===== config.mk =====
export PLATFORM = sky130hd
export DESIGN_NAME = contador_programa
export DESIGN_NICKNAME = d
export VERILOG_FILES = /design/src/rtl/pc_pkg.sv /design/src/rtl/pilha_lifo.sv /design/src/rtl/contador_programa.sv
export SDC_FILE = /design/constraint.sdc
export NUM_CORES = 1
export LEC_CHECK = 0
export CORE_ASPECT_RATIO = 0.5
export CORE_MARGIN = 1
export CORE_UTILIZATION = 50
export CTS_BUF_LIST = sky130_fd_sc_hd__clkbuf_4 sky130_fd_sc_hd__clkbuf_8 sky130_fd_sc_hd__clkbuf_16
export DETAILED_ROUTE_END_ITERATION = 8
export MAX_ROUTING_LAYER = met4
export PLACE_DENSITY = 0.74
export SLEW_MARGIN = 40
export SYNTH_ARGS = -nofsm -noshare
export SYNTH_HDL_FRONTEND = slang
export SYNTH_SLANG_ARGS = --single-unit

===== constraint.sdc =====
create_clock -name clk -period 2.4 [get_ports clk]
set_input_delay 0.48 -clock clk [delete_from_list [all_inputs] [get_ports clk]]
set_output_delay 0.48 -clock clk [all_outputs]
set_load 0.005 [all_outputs]

===== src/rtl/pc_pkg.sv =====
// ============================================================================
// Module      : pc_pkg
// Description : Command encoding and sizing helper shared by the program counter.
// Revision    : 1.0 - initial release
// ============================================================================
`default_nettype none

package pc_pkg;

    localparam logic [2:0] CMD_HOLD = 3'd0;
    localparam logic [2:0] CMD_INC  = 3'd1;
    localparam logic [2:0] CMD_RET  = 3'd2;
    localparam logic [2:0] CMD_CALL = 3'd3;
    localparam logic [2:0] CMD_LOAD = 3'd4;

    // Bits needed to hold an occupancy of 0..depth inclusive.
    function automatic int sp_width(input int depth);
        return $clog2(depth + 1);
    endfunction

endpackage

`default_nettype wire


===== src/rtl/pilha_lifo.sv =====
// ============================================================================
// Module      : pilha_lifo
// Description : Return-address LIFO; push ignored when full, pop when empty.
// Revision    : 1.0 - initial release
// ============================================================================
`default_nettype none

module pilha_lifo
    import pc_pkg::*;
#(
    parameter int WIDTH = 8,
    parameter int DEPTH = 4
) (
    input  logic                            clk,
    input  logic                            rst,
    input  logic                            push,
    input  logic                            pop,
    input  logic [WIDTH-1:0]                push_data,
    output logic [WIDTH-1:0]                top_data,
    output logic [sp_width(DEPTH)-1:0]      count,
    output logic                            full,
    output logic                            empty
);

    localparam int CW = sp_width(DEPTH);
    localparam int AW = (DEPTH > 1) ? $clog2(DEPTH) : 1;

    logic [WIDTH-1:0] r_mem [DEPTH];
    logic [CW-1:0]    r_count;
    logic [AW-1:0]    w_wr_idx;
    logic [AW-1:0]    w_rd_idx;
    logic [CW-1:0]    w_rd_cnt;
    logic             w_do_push;
    logic             w_do_pop;

    assign full      = (r_count == CW'(DEPTH));
    assign empty     = (r_count == '0);
    assign w_do_push = push && !full;
    assign w_do_pop  = pop && !empty;
    assign w_rd_cnt  = r_count - CW'(1);
    assign w_wr_idx  = AW'(r_count);
    assign w_rd_idx  = AW'(w_rd_cnt);
    // Read index is meaningless when empty; callers never consume it then.
    assign top_data  = r_mem[w_rd_idx];
    assign count     = r_count;

    always_ff @(posedge clk) begin
        if (w_do_push) begin
            r_mem[w_wr_idx] <= push_data;
        end
    end

    always_ff @(posedge clk) begin
        if (rst) begin
            r_count <= '0;
        end else if (w_do_push) begin
            r_count <= r_count + CW'(1);
        end else if (w_do_pop) begin
            r_count <= w_rd_cnt;
        end
    end

endmodule

`default_nettype wire


===== src/rtl/contador_programa.sv =====
// ============================================================================
// Module      : contador_programa
// Description : Program counter with load/inc and call/return via a LIFO.
// Revision    : 1.0 - initial release
// ============================================================================
`default_nettype none

module contador_programa
    import pc_pkg::*;
#(
    parameter int               WIDTH     = 8,
    parameter int               DEPTH     = 4,
    parameter logic [WIDTH-1:0] STEP      = 1,
    parameter logic [WIDTH-1:0] RESET_VAL = 0
) (
    input  logic                         clk,
    input  logic                         rst,
    input  logic                         en,
    input  logic                         load,
    input  logic                         call,
    input  logic                         ret,
    input  logic                         inc,
    input  logic [WIDTH-1:0]             data_in,
    output logic [WIDTH-1:0]             data_out,
    output logic [$clog2(DEPTH+1)-1:0]   sp_count,
    output logic                         stack_empty,
    output logic                         stack_full,
    output logic                         overflow,
    output logic                         underflow
);

    logic [WIDTH-1:0] r_pc;
    logic             r_overflow;
    logic             r_underflow;
    logic [2:0]       w_cmd;
    logic [WIDTH-1:0] w_pc_step;
    logic [WIDTH-1:0] w_top;
    logic             w_push;
    logic             w_pop;

    assign w_pc_step = r_pc + STEP;

    // en low collapses every strobe to hold, so nothing is latched for later.
    always_comb begin
        w_cmd = CMD_HOLD;
        if (en) begin
            if (load)      w_cmd = CMD_LOAD;
            else if (call) w_cmd = CMD_CALL;
            else if (ret)  w_cmd = CMD_RET;
            else if (inc)  w_cmd = CMD_INC;
        end
    end

    assign w_push = (w_cmd == CMD_CALL) && !stack_full;
    assign w_pop  = (w_cmd == CMD_RET)  && !stack_empty;

    always_ff @(posedge clk) begin
        if (rst) begin
            r_pc        <= RESET_VAL;
            r_overflow  <= 1'b0;
            r_underflow <= 1'b0;
        end else begin
            case (w_cmd)
                CMD_LOAD: r_pc <= data_in;
                CMD_CALL: begin
                    if (stack_full) r_overflow <= 1'b1;
                    else            r_pc       <= data_in;
                end
                CMD_RET: begin
                    if (stack_empty) r_underflow <= 1'b1;
                    else             r_pc        <= w_top;
                end
                CMD_INC:  r_pc <= w_pc_step;
                default:  r_pc <= r_pc;
            endcase
        end
    end

    pilha_lifo #(
        .WIDTH (WIDTH),
        .DEPTH (DEPTH)
    ) u_pilha (
        .clk       (clk),
        .rst       (rst),
        .push      (w_push),
        .pop       (w_pop),
        .push_data (w_pc_step),
        .top_data  (w_top),
        .count     (sp_count),
        .full      (stack_full),
        .empty     (stack_empty)
    );

    assign data_out  = r_pc;
    assign overflow  = r_overflow;
    assign underflow = r_underflow;

endmodule

`default_nettype wire


==> results of run 1 <==
==> cell families (layout without fill, tap and decap cells) <==
| kind of cell | after synthesis | after routing | synth area share, % |
|---|---|---|---|
| flip-flops | 45 | 45 | 57.5 |
| XOR/XNOR | 5 | 5 | 2.06 |
| multiplexers | 9 | 9 | 9.01 |
| buffers and inverters | 12 | 55 | 2.59 |
| AO/OA/AOI/OAI | 40 | 40 | 13.3 |
| adder cells (fa/ha/maj) | 7 | 7 | 4.12 |
| AND/OR/NAND/NOR | 42 | 42 | 11.4 |
==> worst paths after layout <==
kind | endpoint | slack, ps | depth (start not counted)
max | stack_empty | 160 | 4
min | overflow$_SDFFE_PP0P_ | 480 | 2
max reg2reg | data_out[2]$_SDFFE_PP0P_ | 340 | 5
min reg2reg | overflow$_SDFFE_PP0P_ | 480 | 2
==> power by group <==
group | internal, mW | leakage, nW | switching, mW
Sequential | 0.859 | 0.400 | 0.0200
Clock | 0.318 | 0.0591 | 0.276
Combinational | 0.114 | 0.444 | 0.105
Total | 1.29 | 0.903 | 0.401
==> metrics by stage <==
| stage | instance area, µm² | hold WS (ps) | power [mW] |
|---|---|---|---|
| CTS | 2660 | 486 | 1.70 |
| floorplan | 2120 | 460 | 1.01 |
| global route | 2660 | 512 | 1.77 |
| finish | 2660 | 479 | 1.69 |
| detailed placement | 2540 | 466 | 1.11 |
| global placement | 2540 | 452 | 1.11 |
==> registers in the layout, summed over array words and instances, names as in the netlist <==
name           count
u_pilha.count      3
data_out           8
underflow          1
overflow           1
u_pilha.r_mem     32
==> per-layer routing <==
layer / part of all wire, % / vias up
li1: - / 718
met1: 47 / 746
met2: 45 / 53
met3: 7.3 / 5
met4: 0.93 / 0
met5: 0 / -
==> final cells by class <==
cell class,count,area [µm²]
Tap cell,54,67.6
Multi-Input combinational cell,103,848
Fill cell,308,1330
Inverter,6,22.5
Timing Repair Buffer,41,380
Clock buffer,5,68.8
Clock inverter,3,47.5
Sequential cell,45,1220
==> cell usage after synthesis, types with 2 or more instances <==
library cell / instances
buf_2: 2
nand3_1: 3
or2_2: 2
inv_1: 6
nor3_1: 3
a21oi_1: 10
a211oi_1: 9
xnor2_1: 4
edfxtp_1: 32
o21ai_1: 3
nand2b_1: 3
mux4_2: 8
dfxtp_1: 13
ha_1: 7
nor2_1: 6
o21ai_0: 2
and2_1: 4
a311oi_1: 3
o32ai_1: 2
nand2_1: 13
clkbuf_1: 3
a222oi_1: 5
o21a_1: 3
==> worst max-delay path, cell delays in order (launching register included) <==
cell and delay (ps):
dfxtp_1 360, inv_1 90, ha_1 220, ha_1 270, clkdlybuf4s50_1 530
==> impl_results.md, run 1 <==
- Number of flops mapped to enable cells by yosys: 32
- Min cycle time layout: approximately 2200 ps
- Commonest non-fill, non-tap cells in the layout: edfxtp_1 (32), clkdlybuf4s50_1 (29), nand2_1 (13), dfxtp_1 (13), buf_4 (12)
- First-pass iteration count of the detailed router: 4
- Worst hold-check path type: flop to flop
- I/O Pins: 30
- DIE AREA: about 0.0045 mm²
- Commonest non-fill, non-tap cell in the layout: edfxtp_1
- Synth warnings: 0
- Post-synth cell types: 37
- GR peak layer: met2
- Register bit total from synthesis: between 40 and 50
- Syn Nets: 182
- Hold-fix buffers, CTS: 0
- Clock buffer depth: 2
- Endpoints failing hold: 0
- Antenna diodes: 0
- CP Class: flop to output pin
- Skew final: 6.53 ps
- Post-Syn Area per Cell: 13.3 µm²
- Ratio of cells with drive above 1 in the final layout: roughly 16%
- Post-CTS sizing: 0
- VDD IR max: 0.000350 V
- First-pass GRT wire length: 7380 µm
- Pleak: 0.903 nW
- CTS HTree Levels: 2
- Core Region: 0.00398 mm²
- Sequential element share of the synthesized area: roughly 57%
- Crit-path max FO: 5
- Drt drc: 0
- Post-synth top area share: 45.2%
- Slew @ Worst Pin: 569 ps
- FF-to-FF Start: u_pilha.count[1]$_SDFFE_PP0P_
- M1 GR Usage: 32.7%
- Gr usage total: 24.3%
- Met3 usage: 6.39%
- Fin nets: 224
- FFs w/ async S/R, synth: 0%
- Setup slack after layout: between 150 and 200 ps
- Worst Setup SP: u_pilha.count[1]$_SDFFE_PP0P_
- Placed cell count: 249
- Synth top area cells: edfxtp_1 (45%), dfxtp_1 (12%), mux4_2 (8.5%)
- Max Cap Violations: 0
- Clock slew at reported path FFs: 80 ps
- Run status: finished clean
- FP Rows: 16
- Crit path DAT: about 1800 ps
- Die Y: 48.1 µm
- Startpoint Class: flop
- Total grt overflow: 0
- Slew margin rel.: roughly three fifths
- Initial antenna violation count: 0
- Hold_sp: overflow$_SDFFE_PP0P_
- Post-route ant nets: 0
- Max frequency: approximately 450 MHz
- DR vias/cell: 5.92
- Fin. max-slew vios: 0
- DP HPWL: 3380 µm
- Setup-failing EPs final: 0
- Vias in the first global route: 1457
- Total number of vias: 1522
- Prevailing post-synth register cell: edfxtp_1
- Required time worst endpoint: 1920 ps
- RD Place Congestion: 0.892
- Post-DR wirelength/cell: 18.8 µm
- I/O Buffers: 29
- Pin count of the biggest net entering global routing: 17
- Total negative slack: 0 ps
- Pre-CTS WS: 45.8 ps
- Post-Route WL: approximately 4800 µm
- CTS root buf: clkbuf_8
- Period Utilization, post-route: 93.3%
- Drt first-iter violations: 129
- Synth area leader: edfxtp_1
- Clk Latency, worst-skew pair: around 300 ps
- Total CTS buffers: 5
- Unrepaired setup endpoints after global routing: false
- Finished Layout Cells: 257
- Utilization after layout: 66.7%
- Initial Util: 53.3%
- Clock tree from TritonCTS: built
- Post-CTS setup repair buffer count: 0
- Crit end category: output pin
- CTS Sinks: 45
- M2 GR Usage: 35.7%
- Area growth, synth to finish: 25.0%
- Synth Cell Area: approximately 0.0021 mm²
- PD cells: 637 mW/mm²
- Die span in x: between 90 and 100 µm
- Post-Syn Instances: 160
Note: power is estimated with default switching activity, not from simulation.
==> run 2: changes to the inputs <==
--- a/config.mk
+++ b/config.mk
@@ -5,6 +5,7 @@
 export SDC_FILE = /design/constraint.sdc
 export NUM_CORES = 1
 export LEC_CHECK = 0
+export CAP_MARGIN = 0
 export CORE_ASPECT_RATIO = 0.5
 export CORE_MARGIN = 1
 export CORE_UTILIZATION = 50
==> results of run 2 <==
Final layout, timing and power as in run 1 (identical DEF).
